## config.mk

```make
export PLATFORM = sky130hd
export DESIGN_NAME = vector_mem_sequencer
export DESIGN_NICKNAME = d
export VERILOG_FILES = /design/src/rtl/vector_mem_sequencer.sv
export SDC_FILE = /design/constraint.sdc
export NUM_CORES = 1
export LEC_CHECK = 0
export BUFFER_PORTS_ARGS = -buffer_cell sky130_fd_sc_hd__buf_4
export CAP_MARGIN = 20
export CORE_MARGIN = 2
export CORE_UTILIZATION = 51
export CTS_CLUSTER_SIZE = 28
export DETAILED_ROUTE_END_ITERATION = 6
export PLACE_DENSITY = 0.91
export SLEW_MARGIN = 5
export SYNTH_ARGS = -nofsm -noshare
export SYNTH_HDL_FRONTEND = slang
export SYNTH_SLANG_ARGS = --single-unit
```

## constraint.sdc

```tcl
create_clock -name clk -period 3 [get_ports clk]
set_input_delay 0.9 -clock clk [delete_from_list [all_inputs] [get_ports clk]]
set_output_delay 0.9 -clock clk [all_outputs]
set_load 0.03 [all_outputs]
```

## src/rtl/vector_mem_sequencer.sv

```systemverilog
// rtl/vector_mem_sequencer.sv - per-lane vector load/store sequencer over a valid/ready memory port.
// Optional VLSU_STRIDE_EN enables a captured signed stride; otherwise lanes are unit-stride.
module vector_mem_sequencer #(
  parameter int LANES  = 4,
  parameter int DATA_W = 32,
  parameter int ADDR_W = 32
) (
  input  logic                         clk,
  input  logic                         rst_n,
  input  logic                         start,
  input  logic                         is_store,
  input  logic [ADDR_W-1:0]            base_addr,
  input  logic [ADDR_W-1:0]            stride,
  input  logic [LANES-1:0][DATA_W-1:0] store_data,
  output logic                         busy,
  output logic                         done,
  output logic [LANES-1:0][DATA_W-1:0] load_data,
  output logic                         mem_req,
  output logic                         mem_we,
  output logic [ADDR_W-1:0]            mem_addr,
  output logic [DATA_W-1:0]            mem_wdata,
  input  logic                         mem_ready,
  input  logic                         mem_rvalid,
  input  logic [DATA_W-1:0]            mem_rdata
);

  localparam int LW = (LANES > 1) ? $clog2(LANES) : 1;
  localparam int IW = $clog2(LANES + 1);

  typedef enum logic [1:0] {S_IDLE, S_ISSUE, S_WAIT, S_DONE} state_t;

  state_t                       state, state_nxt;
  logic [LW-1:0]                iidx;
  logic [IW-1:0]                ridx;
  logic [ADDR_W-1:0]            addr;
  logic [ADDR_W-1:0]            step;
  logic                         st;
  logic [LANES-1:0][DATA_W-1:0] sdata;
  logic                         launch;
  logic                         accept;
  logic                         last_accept;
  logic                         ret;
  logic                         loads_complete;

`ifdef VLSU_STRIDE_EN
  logic [ADDR_W-1:0] stride_q;

  always_ff @(posedge clk or negedge rst_n) begin
    if (!rst_n) begin
      stride_q <= '0;
    end else if (launch) begin
      stride_q <= stride;
    end
  end

  assign step = stride_q;
`else
  logic unused_stride;

  assign unused_stride = ^stride;
  assign step          = ADDR_W'(1);
`endif

  assign launch      = (state == S_IDLE) && start;
  assign accept      = (state == S_ISSUE) && mem_ready;
  assign last_accept = accept && (iidx == LW'(LANES - 1));
  // Returns only count for loads in flight and never past the last lane.
  assign ret = ((state == S_ISSUE) || (state == S_WAIT)) && !st && mem_rvalid &&
               (ridx != IW'(LANES));
  assign loads_complete = (ridx + IW'(ret)) == IW'(LANES);

  always_comb begin
    state_nxt = state;
    case (state)
      S_IDLE:  if (start) state_nxt = S_ISSUE;
      S_ISSUE: if (last_accept) state_nxt = (st || loads_complete) ? S_DONE : S_WAIT;
      S_WAIT:  if (loads_complete) state_nxt = S_DONE;
      S_DONE:  state_nxt = S_IDLE;
      default: state_nxt = S_IDLE;
    endcase
  end

  always_ff @(posedge clk or negedge rst_n) begin
    if (!rst_n) begin
      state     <= S_IDLE;
      iidx      <= '0;
      ridx      <= '0;
      addr      <= '0;
      st        <= 1'b0;
      sdata     <= '0;
      load_data <= '0;
    end else begin
      state <= state_nxt;
      if (launch) begin
        st    <= is_store;
        sdata <= store_data;
        iidx  <= '0;
        ridx  <= '0;
        addr  <= base_addr;
      end else if (accept) begin
        iidx <= iidx + LW'(1);
        addr <= addr + step;
      end
      if (ret) begin
        load_data[ridx[LW-1:0]] <= mem_rdata;
        ridx                    <= ridx + IW'(1);
      end
    end
  end

  assign busy      = (state != S_IDLE);
  assign done      = (state == S_DONE);
  assign mem_req   = (state == S_ISSUE);
  assign mem_we    = mem_req && st;
  assign mem_addr  = mem_req ? addr : '0;
  assign mem_wdata = (mem_req && st) ? sdata[iidx] : '0;

endmodule

```

; ---- Word level (Yosys, flattened, before mapping)
; Index checks and enable logic that the tools add are counted.
[op_classes]
n_reduce_logical = 16
n_lt_le_gt_ge = 3
addsub = 4
n_eq_ne = 9
mux = 18
[ops]
columns = operator, count
row1 = 32-bit 2-to-1 mux, 6
row2 = 128-bit bitwise mux, 1
row3 = 32-bit binary-select mux with 2-bit select, 1
row4 = 32-bit demux with 2-bit select, 1
row5 = "32-bit by 1-bit adder with 32-bit output, second input constant", 1
row6 = 2-bit 2-to-1 mux, 5
row7 = 1-bit logical AND, 8
row8 = 2-bit case mux with 4 select lines, 1
row9 = "2-bit == test, second input constant", 3
row10 = "2-bit by 3-bit less-than comparator with 1-bit output, second input constant", 2
row11 = 3-bit 2-to-1 mux, 2
row12 = 2-bit nonzero test, 3
row13 = "2-bit != test, second input constant", 2
row14 = 3-bit by 1-bit adder with 3-bit output, 1
row15 = "3-bit by 1-bit adder with 3-bit output, second input constant", 1
row16 = "3-bit == test, second input constant", 1
row17 = "3-bit != test, second input constant", 1
row18 = 3-bit AND reduction, 1
row19 = "2-bit by 1-bit adder with 2-bit output, second input constant", 1
row20 = "2-bit by 1-bit == test with 1-bit output, second input constant", 1
row21 = "2-bit by 1-bit >= comparator with 1-bit output, second input constant", 1
row22 = 2-bit zero test, 1
row23 = 1-bit logical OR, 2
row24 = "2-bit by 1-bit != test with 1-bit output, second input constant", 1
row25 = 2 further kinds, 2
[word_totals]
out_inout_bits = 196
reg_bits = 296

; ---- Longest topological paths before layout
[logic_depth]
depth_word = 11
mapped_depth = 11
depth_no_buf = 10

; ---- Worst setup path before layout
; No wires, ideal clock.
[synth_path]
path_type = register -> output
from = register state[1]
to = output mem_wdata[22]
n_path_buf = 2
arrival_time_ps = 1994
required_time_ps = 2100
slack_ps = 106
stages_incl_launch_ff = 7
cell_sequence = dfrtp_1 > inv_1 > ha_1 > clkbuf_1 > nand2_1 > clkbuf_1 > nor2b_1
[synth_between]
elab_chain_cells = 3
[synth_rtl]
columns = item, line_no
row1 = from (decl), 32  ; state_t state, state_nxt;
row2 = from (signal assigned), 93  ; state <= state_nxt;
row3 = 2-bit by 1-bit == test with 1-bit output, 113  ; assign mem_req = (state == S_ISSUE);
row4 = named net mem_req, 18  ; output logic mem_req,
row5 = 1-bit logical AND, 116  ; assign mem_wdata = (mem_req && st) ? sdata[iidx] : '0;
row6 = 32-bit 2-to-1 mux, 116
row7 = to (decl), 21  ; output logic [DATA_W-1:0] mem_wdata,
; The timed path passes the listed nets, and every way through them passes these cells.

; ---- Worst setup path in the final report
[layout_path]
from = register iidx[0]
to = output mem_wdata[10]
[layout_between]
elab_chain_cells = 3
[layout_rtl]
columns = item, line_no
row1 = from (decl), 33  ; logic [LW-1:0] iidx;
row2 = from (signal assigned), 101  ; iidx <= iidx + LW'(1);
row3 = 32-bit binary-select mux with 2-bit select, 116
row4 = 32-bit 2-to-1 mux (not written as such), 116
row5 = 32-bit 2-to-1 mux, 116
; Every way passes these cells. The select of a mux whose other input is x is not followed.

==> flow_metrics.py <==
metrics = {
    "status": {
        "status": "finished with violations",
        "violations": "negative setup slack",
    },
    "critical_path": {
        "rr_worst_depth": 10,
        "critical_path_required_ns": 2.10,
        "worst-path-max-fanout": 12,
        "worstSetupEndpointType": "output port",
        "reg2reg_from": "state[0]",
        "critical_path.reg2reg.endpoint": "state[0]",
        "r2r_slack_ns": 0.25,
        "cp_slowest_stage_delay_ns": 0.57,
        "setup.worst_path.class": "flip-flop to output port",
        "cpMaxStageDelayCell": "sky130_fd_sc_hd__mux4_2",
        "worstSetupStartpointType": "flip-flop",
        "critical_path_cell_by_cell": "buf_12 > mux4_2 > nor2b_1 > buf_4",
        "worst-endpoint-arrival_ns": 2.12,
    },
    "clock_network": {
        "cts-root-buf": "sky130_fd_sc_hd__clkbuf_16",
        "tritoncts": "built",
        "clk_pin_slew_ns": 0.06,
        "ctsLongestPathBuffers": 3,
        "clock_latency_ns": 0.56,
        "cts_hold_repair.buffers": 0,
        "clock_sinks": 296,
        "clock_tree.htree_level_count": 1,
        "cts_inserted_buffers": 30,
    },
    "final_layout": {
        "finish.utilization_pct": 69.7,
        "num-fill-cells": 1725,
        "finish.net_count": 1840,
        "multi_input_comb_area_mm2": 0.00550,
        "syn2layout_area_growth_pct": 33.4,
        "ff_latch_area_mm2": 0.00741,
        "drive_above_1_share_pct": 31.9,
    },
    "route": {
        "postRouteWirelength_um": 37600,
        "vias_per_cell": 5.50,
        "detail_route.wl_per_cell_um": 19.3,
        "drc": 0,
        "ant_nets": 0,
        "first_iter_violations": 899,
        "drt_pass_1_iters": 5,
        "detailroute.via_count": 10730,
    },
    "job": {
        "maxCapViolCount": 0,
    },
    "synth": {
        "cell_with_the_most_instances_after_synthesis": "sky130_fd_sc_hd__nand2_1",
        "synthesis.instances": 1219,
        "post_synth_instance_area_mm2": 0.0132,
        "syn-num-nets": 1463,
        "yosys_warnings": 0,
        "synthDominantAreaCellType": "sky130_fd_sc_hd__dfrtp_1",
        "seq_area_frac_synth_pct": 56.0,
        "postSynthAreaPerCell_um2": 10.9,
        "synth_cell_types": 41,
        "synth.top_cells.by_count": "sky130_fd_sc_hd__nand2_1, sky130_fd_sc_hd__dfrtp_1, sky130_fd_sc_hd__mux2_1",
        "synth_seq_cells": 296,
        "yosys-top-cells-area": "sky130_fd_sc_hd__dfrtp_1, sky130_fd_sc_hd__nand2_1, sky130_fd_sc_hd__mux2_1",
        "count_of_flip_flops_with_a_built_in_enable_after_synthesis": 0,
        "synth.top_cell.area_share_pct": 56.0,
        "synthArstFlopShare_pct": 100,
        "synth-main-ff-cell": "sky130_fd_sc_hd__dfrtp_1",
    },
    "timing": {
        "final.setup.worst_slack_ns": -0.0151,
        "setup-tns-final_ns": -0.0151,
        "rsz0062_at_grt": "yes",
        "timing.final.max_slew_violations": 0,
        "final-setup-viol-count": 1,
        "post-route-period-util_pct": 101,
        "number_of_hold_slack_violations_in_the_final_timing_report": 0,
        "clock_skew_ns": 0.0188,
        "fmaxAchievable_ghz": 0.332,
        "tightest_slew_ns": 0.920,
        "worst_slew_margin_rel_pct": 38.6,
        "period_minus_slack_ns": 3.02,
    },
    "global_routing": {
        "grt_overflow": 0,
        "global_route_wire_length_before_repair_um": 58000,
        "grt_util_all_layers_pct": 27.3,
        "grt_pass1_vias": 10866,
        "grt_antenna_before_repair": 1,
        "grt_max_degree": 89,
    },
    "floorplan": {
        "rows": 58,
        "floorplan.initialDensity_pct": 52.2,
        "floorplan.die.width_um": 165,
        "die_area_mm2": 0.0272,
        "die_height_um": 165,
        "core_area_mm2": 0.0253,
        "num_io_pins": 426,
    },
    "placed_design": {
        "dpl_worst_slack_ns": 0.153,
        "routabilityCongestion": 0.875,
        "post-dp-hpwl_um": 26000,
        "io_buffers": 393,
    },
    "power": {
        "fin_total_pwr_mw": 19.3,
        "power_density_over_the_cells_mw_per_mm2": 1100,
        "power.leakage_nw": 8.98,
        "vdd_ir_max_mv": 0.884,
    },
    "hold_path": {
        "min_path_type": "primary input to asynchronous set/reset pin",
    },
}
## metal layers
| layer | wire, um | vias up | global-route usage (%) | part of all wire (%) |
|---|---|---|---|---|
| met1 | 14000 | 5291 | 33.6 | 37 |
| li1 | - | 4857 | - | - |
| met5 | 0 | - | 0 | 0 |
| met3 | 2820 | 100 | 5.52 | 7.5 |
| met2 | 19100 | 482 | 47.0 | 51 |
| met4 | 1630 | 0 | 11.5 | 4.3 |
## final cells by class
type,instances,area share [%]
Clock inverter,11,0.411
Multi-Input combinational cell,833,31.1
Tap cell,330,2.34
Inverter,12,0.255
Clock buffer,44,4.89
Timing Repair Buffer,423,19.0
Antenna cell,1,0.0142
Sequential cell,296,42.0
## worst max-delay path: cells and delay by family, from the launching register on
kind / cells / cell delay [ns]
buffers and inverters: 2 / 0.36
and+or+nand+nor: 1 / 0.17
muxes: 1 / 0.57
DFF: 1 / 0.45
## repair_timing
| action | 4_1_cts | 5_1_grt |
|---|---|---|
| setup endpoints to repair | 32 | 28 |
| setup buffers | 0 | 1 |
| resized for setup | 3 | 4 |
| hold endpoints to repair | 0 | 0 |
| cloned | 0 | 1 |
## cells by family (layout without fill, tap and decap cells)
logic type      after synthesis  after routing  share of synthesized area, %
other cells                   0              1                             0
flops                       296            296                          56.0
simple gates                576            576                          19.3
fa+ha+maj                    14             14                          1.32
xor+xnor                     12             12                         0.794
mux                         163            163                          16.6
compound gates               68             68                          3.33
buf+inv                      90            490                          2.69
## power breakdown
part | internal (mW) | total (mW) | switching (mW)
Sequential | 5.78 | 7.02 | 1.23
Clock | 1.99 | 3.55 | 1.56
Combinational | 3.69 | 8.76 | 5.07
Total | 11.5 | 19.3 | 7.87
## metrics by stage
| step | hold slack [ns] | area [um^2] | std cells |
|---|---|---|---|
| floorplan | 0.440 | 13200 | 1219 |
| global placement | 0.452 | 16600 | 1892 |
| detailed placement | 0.457 | 16600 | 1892 |
| CTS | 0.392 | 17600 | 1947 |
| global route | 0.410 | 17600 | 1950 |
| finish | 0.374 | 17600 | 1950 |
## layout by cell type, fill, tap and decap left out, types with 10 or more instances in the layout
| cell | count |
|---|---|
| sky130_fd_sc_hd__buf_4 | 409 |
| sky130_fd_sc_hd__nand2_1 | 414 |
| sky130_fd_sc_hd__ha_1 | 13 |
| sky130_fd_sc_hd__a31oi_1 | 21 |
| sky130_fd_sc_hd__nor2b_1 | 31 |
| sky130_fd_sc_hd__mux2_1 | 130 |
| sky130_fd_sc_hd__nand3_1 | 15 |
| sky130_fd_sc_hd__nand4_1 | 12 |
| sky130_fd_sc_hd__nor2_1 | 21 |
| sky130_fd_sc_hd__clkbuf_16 | 31 |
| sky130_fd_sc_hd__mux4_2 | 32 |
| sky130_fd_sc_hd__inv_1 | 10 |
| sky130_fd_sc_hd__o31ai_1 | 14 |
| sky130_fd_sc_hd__or3_1 | 10 |
| sky130_fd_sc_hd__and2_1 | 34 |
| sky130_fd_sc_hd__dfrtp_1 | 295 |
| sky130_fd_sc_hd__buf_12 | 11 |
| sky130_fd_sc_hd__xor2_1 | 11 |
| sky130_fd_sc_hd__or4_1 | 16 |
| sky130_fd_sc_hd__o21ai_1 | 17 |
## state kept, by name, summed over array words and instances, names as in the netlist
name       flops
state          2
addr          32
st             1
iidx           2
load_data    128
ridx           3
sdata        128
## how the worst max path moves through the flow
| stage | end | from | slack (ns) | depth (start not counted) |
|---|---|---|---|---|
| 6_report | mem_wdata[10] | iidx[0] | -0.02 | 4 |
| 2_1_floorplan | mem_wdata[22] | state[1] | 0.11 | 6 |
| 4_1_cts | mem_wdata[9] | iidx[0] | -0.03 | 4 |
| 3_5_place_dp | state[0] | mem_rvalid | 0.15 | 9 |
| 5_1_grt | mem_wdata[10] | iidx[0] | -0.05 | 4 |
| 3_3_place_gp | state[0] | mem_rvalid | 0.21 | 9 |
(Power assumes the default switching activity.)
